**config.mk**
```make
export PLATFORM = sky130hd
export DESIGN_NAME = ps2_key_scanner_flat
export DESIGN_NICKNAME = d
export VERILOG_FILES = /design/src/rtl/ps2_key_scanner_if.sv /design/src/rtl/ps2_key_scanner.sv /design/src/flat_wrapper.sv
export SDC_FILE = /design/constraint.sdc
export NUM_CORES = 1
export LEC_CHECK = 0
export CAP_MARGIN = 20
export CORE_ASPECT_RATIO = 0.6
export CORE_UTILIZATION = 46
export DETAILED_ROUTE_END_ITERATION = 6
export GPL_ROUTABILITY_DRIVEN = 0
export MAX_ROUTING_LAYER = met4
export PLACE_DENSITY = 0.69
export SYNTH_ARGS = -nofsm -noshare
export SYNTH_HDL_FRONTEND = slang
export SYNTH_SLANG_ARGS = --single-unit
```
**constraint.sdc**
```tcl
create_clock -name clk -period 2 [get_ports clk]
set_clock_uncertainty 0.1 [all_clocks]
set_input_delay 0.3 -clock clk [delete_from_list [all_inputs] [get_ports clk]]
set_output_delay 0.3 -clock clk [all_outputs]
set_load 0.02 [all_outputs]
```
**src/rtl/ps2_key_scanner_if.sv**
```systemverilog
// Key-event handshake between the PS/2 scanner and the game logic.
// The scanner drives the event head and status; the consumer drives evt_ready.
interface ps2_key_scanner_if;
   logic [9:0] evt_data;
   logic       evt_valid;
   logic       evt_ready;
   logic       evt_overflow;

   modport master (
      output evt_data,
      output evt_valid,
      output evt_overflow,
      input  evt_ready
   );

   modport slave (
      input  evt_data,
      input  evt_valid,
      input  evt_overflow,
      output evt_ready
   );
endinterface

```
**src/rtl/ps2_key_scanner.sv**
```systemverilog
// PS/2 keyboard receiver: frame checking, E0/F0 decode and a held-key table.
// Define PS2_EVENT_FIFO_EN to queue every key event for the game logic.
module ps2_key_scanner #(
   parameter int                    NUM_KEYS       = 10,
   parameter logic [9*NUM_KEYS-1:0] KEY_MAP        = {9'h05A, 9'h029, 9'h023, 9'h01B, 9'h01C,
                                                      9'h01D, 9'h174, 9'h16B, 9'h172, 9'h175},
   parameter int                    TIMEOUT_CYCLES = 50000,
   parameter int                    FIFO_DEPTH     = 8
) (
   input  logic                clk,
   input  logic                rst,
   input  logic                ps2_clk_i,
   input  logic                ps2_data_i,
   output logic [NUM_KEYS-1:0] key_state_o,
   output logic [NUM_KEYS-1:0] key_press_o,
   output logic [NUM_KEYS-1:0] key_release_o,
   output logic                frame_err_o,
   ps2_key_scanner_if.master   evt
);

   localparam int WdW  = $clog2(TIMEOUT_CYCLES + 1);
   localparam int PtrW = (FIFO_DEPTH > 1) ? $clog2(FIFO_DEPTH) : 1;

   typedef enum logic [1:0] {IDLE, DATA, PARITY, STOP} frameState_t;

   logic             clkMeta_q, clkSync_q, clkPrev_q;
   logic             dataMeta_q, dataSync_q;
   logic             fall;
   frameState_t      state_q;
   logic [7:0]       shift_q;
   logic [2:0]       bitCnt_q;
   logic [WdW-1:0]   wdog_q;
   logic             frameErr_q;
   logic             byteValid_q;
   logic [7:0]       rxByte_q;
   logic             ext_q, brk_q;
   logic             evtStb_q;
   logic [9:0]       evtData_q;
   logic             isDiscard;

   // Lines idle high, so the synchronisers reset to 1 to avoid a false edge.
   always_ff @(posedge clk) begin
      if (!rst) begin
         clkMeta_q  <= 1'b1;
         clkSync_q  <= 1'b1;
         clkPrev_q  <= 1'b1;
         dataMeta_q <= 1'b1;
         dataSync_q <= 1'b1;
      end else begin
         clkMeta_q  <= ps2_clk_i;
         clkSync_q  <= clkMeta_q;
         clkPrev_q  <= clkSync_q;
         dataMeta_q <= ps2_data_i;
         dataSync_q <= dataMeta_q;
      end
   end

   assign fall = clkPrev_q & ~clkSync_q;

   always_ff @(posedge clk) begin
      if (!rst) begin
         state_q     <= IDLE;
         shift_q     <= '0;
         bitCnt_q    <= '0;
         wdog_q      <= '0;
         frameErr_q  <= 1'b0;
         byteValid_q <= 1'b0;
         rxByte_q    <= '0;
      end else begin
         frameErr_q  <= 1'b0;
         byteValid_q <= 1'b0;
         if (state_q == IDLE || fall) wdog_q <= '0;
         else                         wdog_q <= wdog_q + WdW'(1);

         if (state_q != IDLE && wdog_q == WdW'(TIMEOUT_CYCLES)) begin
            state_q    <= IDLE;
            frameErr_q <= 1'b1;
         end else if (fall) begin
            case (state_q)
               IDLE: begin
                  if (!dataSync_q) begin
                     state_q  <= DATA;
                     bitCnt_q <= '0;
                  end
               end
               DATA: begin
                  shift_q  <= {dataSync_q, shift_q[7:1]};
                  bitCnt_q <= bitCnt_q + 3'd1;
                  if (bitCnt_q == 3'd7) state_q <= PARITY;
               end
               PARITY: begin
                  if (^{shift_q, dataSync_q}) begin
                     state_q <= STOP;
                  end else begin
                     state_q    <= IDLE;
                     frameErr_q <= 1'b1;
                  end
               end
               STOP: begin
                  state_q <= IDLE;
                  if (dataSync_q) begin
                     byteValid_q <= 1'b1;
                     rxByte_q    <= shift_q;
                  end else begin
                     frameErr_q <= 1'b1;
                  end
               end
               default: state_q <= IDLE;
            endcase
         end
      end
   end

   always_comb begin
      isDiscard = 1'b0;
      case (rxByte_q)
         8'hAA, 8'hFA, 8'hEE, 8'hFE, 8'h00, 8'hFF, 8'hE1: isDiscard = 1'b1;
         default:                                          isDiscard = 1'b0;
      endcase
   end

   // Prefix tracking and the key table; a rejected frame also drops any pending prefix.
   always_ff @(posedge clk) begin
      if (!rst) begin
         ext_q         <= 1'b0;
         brk_q         <= 1'b0;
         evtStb_q      <= 1'b0;
         evtData_q     <= '0;
         key_state_o   <= '0;
         key_press_o   <= '0;
         key_release_o <= '0;
      end else begin
         evtStb_q      <= 1'b0;
         key_press_o   <= '0;
         key_release_o <= '0;
         if (frameErr_q) begin
            ext_q <= 1'b0;
            brk_q <= 1'b0;
         end else if (byteValid_q) begin
            if (rxByte_q == 8'hE0) begin
               ext_q <= 1'b1;
            end else if (rxByte_q == 8'hF0) begin
               brk_q <= 1'b1;
            end else begin
               ext_q <= 1'b0;
               brk_q <= 1'b0;
               if (!isDiscard) begin
                  evtStb_q  <= 1'b1;
                  evtData_q <= {ext_q, brk_q, rxByte_q};
                  for (int i = 0; i < NUM_KEYS; i++) begin
                     if (KEY_MAP[9*i +: 9] == {ext_q, rxByte_q}) begin
                        key_state_o[i]   <= ~brk_q;
                        key_press_o[i]   <= ~brk_q & ~key_state_o[i];
                        key_release_o[i] <= brk_q & key_state_o[i];
                     end
                  end
               end
            end
         end
      end
   end

   assign frame_err_o = frameErr_q;

`ifdef PS2_EVENT_FIFO_EN
   logic [9:0]    mem_q [FIFO_DEPTH];
   logic [PtrW-1:0] wrPtr_q, rdPtr_q;
   logic [PtrW:0]   count_q;
   logic            overflow_q;
   logic            full, pop, pushOk;

   assign full   = (count_q == (PtrW+1)'(FIFO_DEPTH));
   assign pop    = (count_q != '0) && evt.evt_ready;
   assign pushOk = evtStb_q && (!full || pop);

   // On full with a simultaneous pop the write reuses the slot being popped.
   always_ff @(posedge clk) begin
      if (!rst) begin
         for (int i = 0; i < FIFO_DEPTH; i++) mem_q[i] <= '0;
         wrPtr_q    <= '0;
         rdPtr_q    <= '0;
         count_q    <= '0;
         overflow_q <= 1'b0;
      end else begin
         if (pushOk) begin
            mem_q[wrPtr_q] <= evtData_q;
            wrPtr_q        <= wrPtr_q + PtrW'(1);
         end else if (evtStb_q) begin
            overflow_q <= 1'b1;
         end
         if (pop) rdPtr_q <= rdPtr_q + PtrW'(1);
         if (pushOk && !pop)      count_q <= count_q + (PtrW+1)'(1);
         else if (!pushOk && pop) count_q <= count_q - (PtrW+1)'(1);
      end
   end

   assign evt.evt_data     = mem_q[rdPtr_q];
   assign evt.evt_valid    = (count_q != '0);
   assign evt.evt_overflow = overflow_q;
`else
   logic          unusedEvt;
   logic [PtrW:0] unusedLevel;

   assign unusedEvt        = ^{evt.evt_ready, evtStb_q, evtData_q};
   assign unusedLevel      = '0;
   assign evt.evt_data     = '0;
   assign evt.evt_valid    = 1'b0;
   assign evt.evt_overflow = 1'b0;
`endif

endmodule

```
**src/flat_wrapper.sv**
```systemverilog
// flat-port wrapper written by rule: the top's interface ports become plain ports
module ps2_key_scanner_flat 
#(
   parameter int                    NUM_KEYS       = 10,
   parameter logic [9*NUM_KEYS-1:0] KEY_MAP        = {9'h05A, 9'h029, 9'h023, 9'h01B, 9'h01C,
                                                      9'h01D, 9'h174, 9'h16B, 9'h172, 9'h175},
   parameter int                    TIMEOUT_CYCLES = 50000,
   parameter int                    FIFO_DEPTH     = 8
)
  (clk, rst, ps2_clk_i, ps2_data_i, key_state_o, key_press_o, key_release_o, frame_err_o, evt_evt_data, evt_evt_valid, evt_evt_overflow, evt_evt_ready);
  ps2_key_scanner_if evt_i ();
  input  logic clk;
  input  logic rst;
  input  logic ps2_clk_i;
  input  logic ps2_data_i;
  output logic [NUM_KEYS-1:0] key_state_o;
  output logic [NUM_KEYS-1:0] key_press_o;
  output logic [NUM_KEYS-1:0] key_release_o;
  output logic frame_err_o;
  output wire logic [$bits(evt_i.evt_data)-1:0] evt_evt_data;
  output wire logic [$bits(evt_i.evt_valid)-1:0] evt_evt_valid;
  output wire logic [$bits(evt_i.evt_overflow)-1:0] evt_evt_overflow;
  input wire logic [$bits(evt_i.evt_ready)-1:0] evt_evt_ready;
  assign evt_evt_data = evt_i.evt_data;
  assign evt_evt_valid = evt_i.evt_valid;
  assign evt_evt_overflow = evt_i.evt_overflow;
  assign evt_i.evt_ready = evt_evt_ready;
  ps2_key_scanner #(.NUM_KEYS(NUM_KEYS), .KEY_MAP(KEY_MAP), .TIMEOUT_CYCLES(TIMEOUT_CYCLES), .FIFO_DEPTH(FIFO_DEPTH)) u_core (.clk(clk), .rst(rst), .ps2_clk_i(ps2_clk_i), .ps2_data_i(ps2_data_i), .key_state_o(key_state_o), .key_press_o(key_press_o), .key_release_o(key_release_o), .frame_err_o(frame_err_o), .evt(evt_i));
endmodule
```
# Yosys cells after proc, flatten, opt, wreduce, memory -nomap -nowiden
# Index checks and enable logic that the tools add are counted.
# word_totals
regBits	76
input_bits	5
output_inout_bits	43
# op_classes
n_addsub	2
n_eq_ne	26
n_mux	16
bitwise_logic	52
n_reduce_logical	38
# op_table
operator	n
7-bit OR reduction	11
8-bit == test, second input constant	8
6-bit AND reduction	10
9-bit == test, first input constant	4
1-bit NOT	31
5-bit by 9-bit == test with 1-bit output, first input constant	3
1-bit AND	21
6-bit by 9-bit == test with 1-bit output, first input constant	2
16-bit by 1-bit adder with 16-bit output, second input constant	1
16-bit == test, second input constant	1
7-bit by 9-bit == test with 1-bit output, first input constant	1
1-bit 2-to-1 mux	9
9-bit XOR reduction	1
8-bit logical NOT	1
2-bit case mux with 4 select lines	1
4-bit AND reduction	2
2-bit 2-to-1 mux	3
3-bit case mux with 2 select lines	1
3-bit AND reduction	2
2-bit OR reduction	3
2-bit == test, second input constant	2
2-bit by 1-bit inequality test with 1-bit output, second input constant	2
2-bit AND reduction	2
2-bit nonzero test	2
other kinds (10)	10

# Logic depth before layout (Yosys ltp)
# depth
depth_word	5
depth_mapped	7

# Least setup slack after synthesis
# Ideal clock, no wire load.
# synth_timing
path_kind	reg2reg
from	register u_core.rxByte_q[4]
to	register u_core.key_release_o[4]
setup_ps	116
arrival_time_ps	1654
t_required_ps	1784
slack_ps	130
path_stages_with_launch	8
path_buffers	2
cell_sequence	dfxtp_1 -> buf_6 -> or4_1 -> o21a_1 -> o221ai_4 -> buf_6 -> nor3_2 -> and4_1
# synth_between
elab_chain_cells	4
# synth_rtl
element	line	text
start: declaration	ps2_key_scanner.sv:35	logic [7:0] rxByte_q;
start signal: assignment	ps2_key_scanner.sv:103	rxByte_q <= shift_q;
8-bit == test or 8-bit logical NOT (tied branches)	ps2_key_scanner.sv:116	case (rxByte_q)
7-bit OR reduction	ps2_key_scanner.sv:116	
1-bit 2-to-1 mux	ps2_key_scanner.sv:116	
7-bit OR reduction (no source line) *	n/a	
end signal: indexed assignment	ps2_key_scanner.sv:154	key_release_o[i] <= brk_q & key_state_o[i];
end: declaration	ps2_key_scanner.sv:16	output logic [NUM_KEYS-1:0] key_release_o,
# Mark *: on every way between the ends. The rest lies on a longest branch, timed or not.
# A chain may end at the register's enable or synchronous reset.

# Final worst setup path
# layout_timing
from	register u_core.rxByte_q[5]
to	register u_core.key_state_o[8]
# layout_between
elab_chain_cells	5
# layout_rtl
element	line	text
8-bit == test or 8-bit logical NOT (tied branches)	ps2_key_scanner.sv:116	
7-bit OR reduction	ps2_key_scanner.sv:116	
1-bit 2-to-1 mux	ps2_key_scanner.sv:116	
1-bit NOT (no source line)	n/a	
6-bit AND reduction (no source line) *	n/a	
end signal: indexed assignment	ps2_key_scanner.sv:152	key_state_o[i] <= ~brk_q;
end: declaration	ps2_key_scanner.sv:14	output logic [NUM_KEYS-1:0] key_state_o,
# Marked as above.

==> metrics.cfg <==
[power_and_ir_drop]
p_per_area_nw_per_um2=735
comb_power_share=0.022
p_int_uw=2530
switching_share=0.202
ir_drop_mv=0.505
power.switching_uw=639
pwr-share-seq=0.480
p_leak_uw=0.00165
pwr-share-clk=0.498

[cells_and_area]
final_nets=420
mostFrequentLayoutCell=dfxtp_1
area_growth_pct=29.4
multi_input_area_um2=1660
nFillCells=570
insertedDiodeCount=0
drive_above_1_share=0.183
final_cells=502
layout_common_cells=dfxtp_1 (70), nor2_1 (42), clkdlybuf4s50_1 (34), buf_4 (28), mux2i_1 (21)
regArea_um2=1530

[clock_tree]
hold_buffers=0
cts_htree_levels=3
clk_pin_slew_ps=60
cts_buffers=9
postCtsSetupBuffers=0
cts_buffer_depth=2
cts_sinks=76
clk_latency_ps=340
ctsRootBufferMaster=clkbuf_16
cts_tree=yes

[timing]
setup_ws_ps=-10.2
grt_setup_unrepaired=true
period_share=1.01
fin_setup_tns_ps=-10.2
setup_viol=1
min_period_ps=2010
finalHoldViolCount=0
maxSlewViolCount=0
fmax_mhz=497

[global_routing]
met3_usage=0.0771
grt_pass1_wl_um=11800
use_met2=0.296
busiest_layer=met2
gr-usage-met1=0.295
antenna_found_initial=0
grt_pass1_vias=2359
grt.overflow.total=0
track_usage=0.217
grt_max_degree=25

[die]
die_x_um=112
die_y_um=67.9
core_um2=6850
row_count=23
start_util=0.487
num_io_pins=48
die_area_um2=7600

[routing]
routed_via_density=5.37
routed_wl_um=7470
drtAntennaViolNets=0
firstDrtPassIters=6
drc=3
via_count=2697
routedWlPerCell_um=14.9
first_iter_violations=158

[run_status]
status=complete, but fails checks
violations=DRC, setup timing

[synth]
synth_cell_types=56
synth.area.top_cells=dfxtp_1 (46%), mux2i_1 (6.3%), nor2_1 (4.7%)
async_reset_ff_frac=0
synth_top_area_share=0.456
synth.ff_latch_count=76
syn_area_um2=3330
seq_area_frac_synth=0.456
synth_edf_count=0
yosys_warnings=0
postSynthAreaPerCell_um2=9.50
synth_largest_area_cell=dfxtp_1
synthCells=351
synth_ff_type=dfxtp_1

[setup_path]
cp_data_arrival_time_ps=2140
rrSetupSlack_ps=-10
required_ps=2120
cp-end-kind=register
regToRegStartpoint=u_core.rxByte_q[5]
critPathMaxStageDelay_ps=460
crit_path_start_kind=register
path_class=reg -> reg
r2r-end=u_core.key_state_o[8]
crit_chain=buf_6 > or4_1 > o21a_1 > o221ai_4 > clkbuf_16 > o311ai_1 > o41ai_1
path_max_fanout=12
worst_path_max_delay_cell=or4_1
rr_worst_depth=7

[hold_path]
holdCritStartpoint=u_core.dataMeta_q
hold_class=reg -> reg
worstHoldPathCells=1
whs_endpoint=u_core.dataSync_q

[placement]
portBuffers=34
preCtsSetupSlack_ps=2.89
dp.cells=485
post-dp-hpwl_um=5220

[run]
cap_violations=0

-- state kept, by name (all words and copies together), names as in the netlist --
signal,flops
u_core.dataMeta_q,1
u_core.wdog_q,16
u_core.dataSync_q,1
u_core.state_q,2
u_core.rxByte_q,8
u_core.clkSync_q,1
u_core.ext_q,1
u_core.key_press_o,10
u_core.key_release_o,10
u_core.byteValid_q,1
u_core.key_state_o,10
u_core.clkMeta_q,1
u_core.shift_q,8
u_core.clkPrev_q,1
u_core.brk_q,1
u_core.frame_err_o,1
u_core.bitCnt_q,3
-- cell type report --
class	count	area share
clock buffer	13	0.0580
clock inverter	2	0.00812
inverter	15	0.0131
multi-input combinational	240	0.384
sequential	76	0.355
tap	87	0.0252
timing repair buffer	69	0.156
-- power groups by stage --
| stage | registers [µW] | clock network (µW) | logic, µW |
|---|---|---|---|
| 6_report | 1520 | 1580 | 70.3 |
| 5_1_grt | 1520 | 1680 | 76.9 |
| 4_1_cts | 1520 | 1600 | 69.6 |
| 3_5_place_dp | 1550 | 0 | 68.9 |
| 3_3_place_gp | 1550 | 0 | 68.4 |
| 2_1_floorplan | 1550 | 0 | 62.9 |
-- synthesized netlist by cell type, drive strengths merged (2+ instances only) --
library cell and instances:
inv 15, and3 7, xnor2 8, a21oi 8, nor4bb 2, nand4 5
or4 3, nand3 8, buf 24, ha 4, nand2 16, nor4b 2
o311ai 3, mux2i 21, o41ai 3, nor2b 3, nor3 16, nor2 43
and4 2, nor4 7, a2bb2oi 2, nand3b 4, o221ai 2, xor2 7
a41oi 3, clkbuf 7, or3 11, dfxtp 76, nor3b 5, nand2b 10
o21ai 9
-- timing repair --
| item | in CTS | in global routing |
|---|---|---|
| pin swaps | 0 | 7 |
| resized for setup | 1 | 21 |
| hold endpoints to repair | 0 | 0 |
| gates cloned | 0 | 2 |
| setup endpoints to repair | 2 | 34 |
-- per-layer routing --
| layer | wire length [µm] | vias to the layer above |
|---|---|---|
| met5 | 0 | - |
| met4 | 68 | 0 |
| met3 | 485 | 6 |
| met2 | 3030 | 84 |
| met1 | 3890 | 1276 |
| li1 | - | 1331 |
-- worst max-delay path: cells and delay by family, from the launching register on --
| family | cells | cell delay (ps) |
|---|---|---|
| simple gates | 1 | 460 |
| buf+inv | 2 | 340 |
| flops | 1 | 330 |
| compound gates | 4 | 650 |
-- logic make-up after synthesis --
logic type,after synthesis,synth area share
AND/OR/NAND/NOR,149,0.248
adder cells (fa/ha/maj),4,0.0150
AO/OA/AOI/OAI,37,0.0856
flip-flops,76,0.456
multiplexers,21,0.0631
XOR/XNOR,17,0.0533
other,1,0.00113
buffers and inverters,46,0.0773
-- metrics by stage --
| step | utilization | power, µW | hold WS [ps] | instance area (µm²) |
|---|---|---|---|---|
| after floorplan | - | 1620 | 273 | 3370 |
| after global placement | 0.569 | 1620 | 292 | 3890 |
| after detailed placement | 0.569 | 1620 | 295 | 3890 |
| after CTS | 0.611 | 3190 | 309 | 4190 |
| after global routing | 0.630 | 3280 | 324 | 4310 |
| final | 0.630 | 3170 | 310 | 4310 |
-- worst max path at each step --
stage,to,depth (start not counted),start
2_1_floorplan,u_core.key_release_o[4],7,u_core.rxByte_q[4]
6_report,u_core.key_state_o[8],7,u_core.rxByte_q[5]
5_1_grt,u_core.key_state_o[8],6,u_core.rxByte_q[7]
3_3_place_gp,u_core.key_press_o[8],6,u_core.rxByte_q[4]
3_5_place_dp,u_core.key_press_o[8],6,u_core.rxByte_q[4]
4_1_cts,u_core.key_state_o[9],7,u_core.rxByte_q[5]
No activity file was read; power rests on OpenSTA's default activity.
